$ cat src/rtl/page_pkg.sv
// Shared types and constants for the page-allocation arbiter slice.
package page_pkg;

  localparam int NUM_PORTS = 16;
  localparam int PORT_W    = 4;
  localparam int ADDR_W    = 11;

  typedef logic [PORT_W-1:0] port_t;
  typedef logic [ADDR_W-1:0] page_addr_t;

  typedef enum logic {
    INIT = 1'b0,
    RUN  = 1'b1
  } fsm_state_t;

endpackage

$ cat src/rtl/page_alloc_arbiter_rr_pick16.sv
// Combinational round-robin finder: first set bit of req at or after ptr, wrapping 15 -> 0.
module rr_pick16
  import page_pkg::*;
(
  input  logic [15:0] req,
  input  port_t       ptr,
  output logic        found,
  output port_t       idx
);

  port_t probe;

  always_comb begin
    found = 1'b0;
    idx   = '0;
    probe = '0;
    for (int i = 0; i < 16; i++) begin
      probe = ptr + port_t'(i);
      if (!found && req[probe]) begin
        found = 1'b1;
        idx   = probe;
      end
    end
  end

endmodule

$ cat src/rtl/page_alloc_arbiter.sv
// Round-robin arbiter sharing the null-page FIFO and per-port page accounting among 16 ports.
//
// Handshake: req is a level request; a grant is a one-cycle gnt_valid pulse carrying
// gnt_port/gnt_addr, and the granted port is masked while gnt_valid is high so it can
// drop req without being granted twice. wr_op/rd_op are single-cycle commands to the
// state block, which applies them at the next edge.
module page_alloc_arbiter #(
  parameter int NUM_PORTS    = 16,
  parameter int ADDR_WIDTH   = 11,
  parameter int PORT_QUOTA   = 512,
  parameter int FREE_RESERVE = 0,
  parameter int INIT_CYCLES  = 16
) (
  input  logic                  clk,
  input  logic                  rst_n,
  input  logic [NUM_PORTS-1:0]  req,
  output logic                  gnt_valid,
  output page_pkg::port_t       gnt_port,
  output logic [ADDR_WIDTH-1:0] gnt_addr,
  input  logic                  rel_valid,
  input  page_pkg::port_t       rel_port,
  input  logic [ADDR_WIDTH-1:0] rel_addr,
  output logic                  wr_op,
  output page_pkg::port_t       wr_port,
  output logic                  rd_op,
  output page_pkg::port_t       rd_port,
  output logic [ADDR_WIDTH-1:0] rd_addr,
  output page_pkg::port_t       request_port,
  input  logic [ADDR_WIDTH-1:0] page_amount,
  input  logic [ADDR_WIDTH-1:0] null_ptr,
  input  logic [ADDR_WIDTH-1:0] free_space
);

  import page_pkg::*;

  localparam int INIT_W = $clog2(INIT_CYCLES + 1);
  localparam logic [INIT_W-1:0]     INIT_LAST = INIT_W'(INIT_CYCLES - 1);
  localparam logic [ADDR_WIDTH-1:0] QUOTA     = ADDR_WIDTH'(PORT_QUOTA);
  localparam logic [ADDR_WIDTH-1:0] RESERVE   = ADDR_WIDTH'(FREE_RESERVE);

  fsm_state_t              state_q, state_d;
  logic [INIT_W-1:0]       init_cnt_q, init_cnt_d;
  port_t                   rr_ptr_q, rr_ptr_d;
  logic                    gnt_valid_q, gnt_valid_d;
  port_t                   gnt_port_q, gnt_port_d;
  logic [ADDR_WIDTH-1:0]   gnt_addr_q, gnt_addr_d;

  logic [NUM_PORTS-1:0]    eff_req;
  logic                    cand_found;
  port_t                   cand_idx;
  logic                    grant;

  // The port granted last cycle is hidden until it has had a chance to drop req.
  always_comb begin
    eff_req = req;
    if (gnt_valid_q) eff_req[gnt_port_q] = 1'b0;
  end

  rr_pick16 u_pick (
    .req   (eff_req),
    .ptr   (rr_ptr_q),
    .found (cand_found),
    .idx   (cand_idx)
  );

  always_comb begin
    state_d      = state_q;
    init_cnt_d   = init_cnt_q;
    rr_ptr_d     = rr_ptr_q;
    gnt_valid_d  = 1'b0;
    gnt_port_d   = gnt_port_q;
    gnt_addr_d   = gnt_addr_q;
    grant        = 1'b0;
    request_port = cand_idx;

    case (state_q)
      INIT: begin
        init_cnt_d = init_cnt_q + 1'b1;
        if (init_cnt_q == INIT_LAST) state_d = RUN;
      end
      RUN: begin
        grant = cand_found && (page_amount < QUOTA) && (free_space > RESERVE);
        // Advance past every candidate so a quota-blocked port cannot stall the rest.
        if (cand_found) rr_ptr_d = cand_idx + port_t'(1);
      end
      default: state_d = INIT;
    endcase

    if (grant) begin
      gnt_valid_d = 1'b1;
      gnt_port_d  = cand_idx;
      gnt_addr_d  = null_ptr;
    end
  end

  assign wr_op   = grant;
  assign wr_port = grant ? cand_idx : '0;
  assign rd_op   = rel_valid & rst_n;
  assign rd_port = rel_port;
  assign rd_addr = rel_addr;

  assign gnt_valid = gnt_valid_q;
  assign gnt_port  = gnt_port_q;
  assign gnt_addr  = gnt_addr_q;

  always_ff @(posedge clk or negedge rst_n) begin
    if (!rst_n) begin
      state_q     <= INIT;
      init_cnt_q  <= '0;
      rr_ptr_q    <= '0;
      gnt_valid_q <= 1'b0;
      gnt_port_q  <= '0;
      gnt_addr_q  <= '0;
    end else begin
      state_q     <= state_d;
      init_cnt_q  <= init_cnt_d;
      rr_ptr_q    <= rr_ptr_d;
      gnt_valid_q <= gnt_valid_d;
      gnt_port_q  <= gnt_port_d;
      gnt_addr_q  <= gnt_addr_d;
    end
  end

endmodule

$ cat config.mk
export PLATFORM = sky130hd
export DESIGN_NAME = page_alloc_arbiter
export DESIGN_NICKNAME = d
export VERILOG_FILES = /design/src/rtl/page_pkg.sv /design/src/rtl/page_alloc_arbiter_rr_pick16.sv /design/src/rtl/page_alloc_arbiter.sv
export SDC_FILE = /design/constraint.sdc
export NUM_CORES = 1
export LEC_CHECK = 0
export BUFFER_PORTS_ARGS = -buffer_cell sky130_fd_sc_hd__buf_2
export CORE_UTILIZATION = 50
export CTS_CLUSTER_SIZE = 30
export DETAILED_ROUTE_END_ITERATION = 10
export GPL_TIMING_DRIVEN = 0
export HOLD_SLACK_MARGIN = 0.06
export PLACE_DENSITY = 0.77
export SLEW_MARGIN = 20
export SYNTH_ARGS = -nofsm -noshare
export SYNTH_HDL_FRONTEND = slang
export SYNTH_SLANG_ARGS = --single-unit
export TNS_END_PERCENT = 20
$ cat constraint.sdc
create_clock -name clk -period 7.67 [get_ports clk]
set_input_delay 0.767 -clock clk [delete_from_list [all_inputs] [get_ports clk]]
set_output_delay 0.767 -clock clk [all_outputs]
set_load 0.02 [all_outputs]
* After elaboration in Yosys (flattened, before gate mapping)
Cells that the tools add are included.
Widths: inputs -> output; s select.
** Storage, ports and cells
- Register bits after elaboration :: 26
- Input port bits :: 67
- Output and inout port bits :: 41
- Logic and storage cells :: 153
** Cells by class
- Add/sub/neg operators :: 17
- $lt $le $gt $ge :: 20
- Eq/ne operators :: 1
- Mux-type cells :: 72
- Bitwise logic cells :: 3
- Reductions and logical operators :: 34
** Operators by type and width (number)
- $lt 4x5->1 const B :: 17
- $mux 4 :: 17
- $bmux 1 s4 :: 16
- $mux 1 :: 37
- $add 4x4->4 const B :: 8
- $logic_and 1x1->1 :: 18
- $add 4x3->4 const B :: 4
- $and 16x16->16 :: 1
- $mux 16 :: 1
- $not 16->16 :: 1
- $logic_not 1->1 :: 15
- $gt 11x1->1 const B :: 1
- $lt 11x10->1 const B :: 1
- $add 4x1->4 const B :: 2
- $add 4x2->4 const B :: 2
- $add 5x1->5 const B :: 1
- $eq 5x4->1 const B :: 1
- $demux 1 s4 :: 1
- $ge 4x1->1 const B :: 1
- $reduce_and 2->1 :: 1
- $and 1x1->1 :: 1

* Depth between registers and ports, before layout
- Depth after elaboration :: 59
- Gate-level depth with buffers :: 20
- Gate-level depth less buffers :: 16

* By module
A second synthesis with hierarchy kept.
** Second synthesis, totals
- Cells, all modules :: 395
- Area, all modules :: 4052.6 µm²
** Modules (own cells, without submodules)
- rr_pick16 :: times used 1, cells an instance 272, area each 2572.5 µm², sequential area each 0.0 µm²
- page_alloc_arbiter :: times used 1, cells an instance 123, area each 1480.2 µm², sequential area each 650.6 µm²

* Worst setup path after synthesis
OpenSTA, ideal clock, no wires.
- Path kind :: flip-flop to output port
- Start point :: reg rr_ptr_q[0]
- End point :: out wr_port[3]
- Data arrival time :: 4611 ps
- Data required time :: 6903 ps
- Slack :: 2292 ps
- Cell stages (with the launch flop) :: 18
- Path buffers :: 6
- Cell sequence :: dfrtp_1 > buf_6 > inv_1 > buf_6 > clkbuf_1 > ha_1 > clkbuf_1 > inv_2 > buf_1 > mux4_1 > mux4_2 > inv_1 > nor3_4 > nand2_4 > o21ai_4 > or4b_1 > buf_4 > nor2b_1
** Between the ends
- Word-level cells in the longest chain between the ends :: 52
- Elaborated cells between the ends (all ways) :: 113
- Classes of those cells :: add/sub (15); mux (66); reduce/logical (32)
** RTL lines
- from (decl) :: line page_alloc_arbiter.sv:43 : port_t rr_ptr_q, rr_ptr_d;
- from (signal assigned) :: line page_alloc_arbiter.sv:117 : rr_ptr_q <= rr_ptr_d;
- branches (longest 51 deep; another with $add 4x1->4)
- $mux 4 (*) :: line page_alloc_arbiter.sv:97 : assign wr_port = grant ? cand_idx : '0;
- to (decl) :: line page_alloc_arbiter.sv:24 : output page_pkg::port_t wr_port,
Every way passes the cells marked *. The select of a mux whose other input is x is not followed.

* Worst setup path in the final report
Same ends and word-level chain as after synthesis.

==> results.md <==
* Nets at 582
* Run status: completed
* Die Ht at 91.4 um
* Post-Syn Area at 4000 um^2
* Setup TNS Final at 0 ns
* Critical Path Sink Type: output pin
* Area leader, netlist: dfrtp_1
* Routed wl met3 at 961 um
* Total wire length at 11800 um
* Mean Syn Cell Area at 9.59 um^2
* Longest Clk Path Bufs at 2
* R2r startpoint: rr_ptr_q[0]
* Crit path DAT at 5.69 ns
* First-pass GRT wire length at 18800 um
* Num ports at 108
* Fin Clk Skew at 0.00243 ns
* Share of flip-flops with an asynchronous set or reset at 100%
* Relative slew margins at 41.8%
* Number of synthesized register bits at 26
* Row count at 32
* Initial DRC Count at 314
* Fin crit share at 84.2%
* Setup slack at placement at 1.55 ns
* DRT Pass-1 Iters at 5
* Post-synth EDFFs at 0
* Critical Path RT at 6.90 ns
* R2R Path End: rr_ptr_q[2]
* Worst setup startpoint: rr_ptr_q[0]
* Post-synth cell types at 74
* Gr usage total at 28.4%
* GP Congestion at 0.966
* Layout cells sized above 1 at 35.1%
* Highest Signal Layer: met4
* Clk_lat worst skew at 0.27 ns
* Vias at 3943
* Setup bufs post-CTS at 0
* Most numerous cell in the Yosys netlist: mux2i_1
* Area Overhead vs Synth at 15.0%
* RSZ-0062 raised after global routing: no
* Root Driver: clkbuf_8
* # hold bufs at CTS at 0
* Synth area leaders: dfrtp_1, mux4_2, mux2i_1
* Core area at 7730 um^2
* Largest net degree at the start of global routing at 28
* Die W at 91.4 um
* CTS Buf Count at 3
* Vias in the first global route at 3699
* Period minus WS final at 6.46 ns
* R2R setup slack at 1.96 ns
* Yosys warns at 0
* Die ar. at 8360 um^2
* Syn Nets at 494
* Gate Count Post-Synth at 417
* Crit Path Class: reg -> out
* Met2 WL post-DR at 5590 um
* Ys flop type: dfrtp_1
* Top cell type's share of synthesized area at 16.3%
* F_max at 155 MHz
* Fin worst setup slack at 1.21 ns
* Dpl hpwl at 9130 um
* Post-route DRC at 0
* Reg2reg path depth at 20
* Remaining antenna violation count at 0
* Wire length on met1 at 4750 um
* Max cap viols at 0
* Post_cts resized at 0
* H-tree depth at 1
* Fin. Hold Viols at 0
* Initial antenna violation count at 0
* IO buf count at 83
* Max-slew violation count at 0
* CP max FO at 10
* # diodes at 0
* List of most frequent post-synthesis cells: mux2i_1, nand2_1, dfrtp_1
* TritonCTS clock tree: yes
* Clock sink total at 26
* Worst hold path type: reg -> reg
* Layout Utilization at 59.5%
* Critical Path Start Type: register
* Sequential cell area fraction in the yosys report at 16.3%
* CP Capture Point: wr_port[3]
* Worst slew pin tran at 0.867 ns
* Setup violators final at 0
* Avg Vias per Cell at 6.51
* Gr ovfl total at 0
* Initial Util at 51.7%
* Worst-path clk slew at 0.08 ns
* Avg WL per Cell at 19.4 um
==> cell usage in the layout (no fill, tap or decap), types with 5 or more instances in the layout <==
cell,Yosys,final
ha_1,10,10
mux2_2,15,15
o22ai_1,7,7
mux4_2,20,20
nor2_1,21,21
xnor2_1,12,12
mux2_1,14,14
nand2_1,27,27
nand3_1,8,8
dfrtp_1,26,26
clkbuf_1,10,10
mux2i_1,34,34
o21ai_1,10,10
inv_1,12,12
a21o_1,7,7
o21ai_4,5,5
buf_2,5,88
mux4_1,8,8
o21ai_0,17,17
nor3_1,7,7
o211ai_1,13,13
a21oi_1,16,16
buf_4,20,20
==> flip-flops by register name (all words and copies together) (netlist names) <==
name	cells
rr_ptr_q	4
gnt_addr	11
gnt_valid	1
init_cnt_q	5
state_q	1
gnt_port	4
==> how the worst min path moves through the flow <==
stage / from / to / slack, ns / depth (start not counted)
after global placement: init_cnt_q[3] / init_cnt_q[3] / 0.45 / 1
after floorplan: init_cnt_q[3] / init_cnt_q[3] / 0.44 / 1
final: init_cnt_q[3] / init_cnt_q[3] / 0.47 / 1
after CTS: init_cnt_q[3] / init_cnt_q[3] / 0.47 / 1
after detailed placement: init_cnt_q[3] / init_cnt_q[3] / 0.46 / 1
after global routing: init_cnt_q[3] / init_cnt_q[3] / 0.50 / 1
==> worst max-delay path: stages, from the launching register on <==
cell,delay (ns)
dfrtp_1,0.40
buf_6,0.15
inv_1,0.09
buf_6,0.17
clkbuf_1,0.54
ha_1,0.34
clkbuf_1,0.20
inv_2,0.19
buf_1,0.57
mux4_1,0.67
mux4_2,0.50
inv_1,0.19
nor3_4,0.08
nand2_4,0.14
o21ai_4,0.10
or4b_1,0.52
buf_4,0.21
nor2b_1,0.15
buf_2,0.19
==> cell type report <==
| class | count | area [um^2] |
|---|---|---|
| inverters | 15 | 56.3 |
| repair buffers | 83 | 415 |
| fillers | 654 | 3130 |
| well taps | 102 | 128 |
| flip-flops and latches | 26 | 651 |
| multi-input cells | 335 | 3020 |
| clock buffers | 4 | 55.1 |
| plain buffers | 41 | 270 |
==> layer usage <==
metal	vias up	GRT usage, %
met5	-	0
met4	0	12.4
met3	38	3.69
met2	267	47.0
met1	1853	36.9
li1	1785	-
==> cells by family after synthesis <==
family	count (synthesis)	synth area share [%]
flops	26	16.3
compound gates	112	20.4
mux	93	34.1
fa+ha+maj	10	3.13
simple gates	104	14.4
xor+xnor	16	3.50
buf+inv	56	8.17
==> metrics by stage <==
step / area, um^2 / instances / hold WS, ns
final: 4600 / 606 / 0.474
after global routing: 4600 / 606 / 0.496
after CTS: 4600 / 606 / 0.474
after detailed placement: 4540 / 602 / 0.459
after global placement: 4540 / 602 / 0.454
after floorplan: 4000 / 417 / 0.439
Power is left out: the tool's default activity adds up to more than one toggle a clock period on the data nets, which glitch-free logic cannot reach.
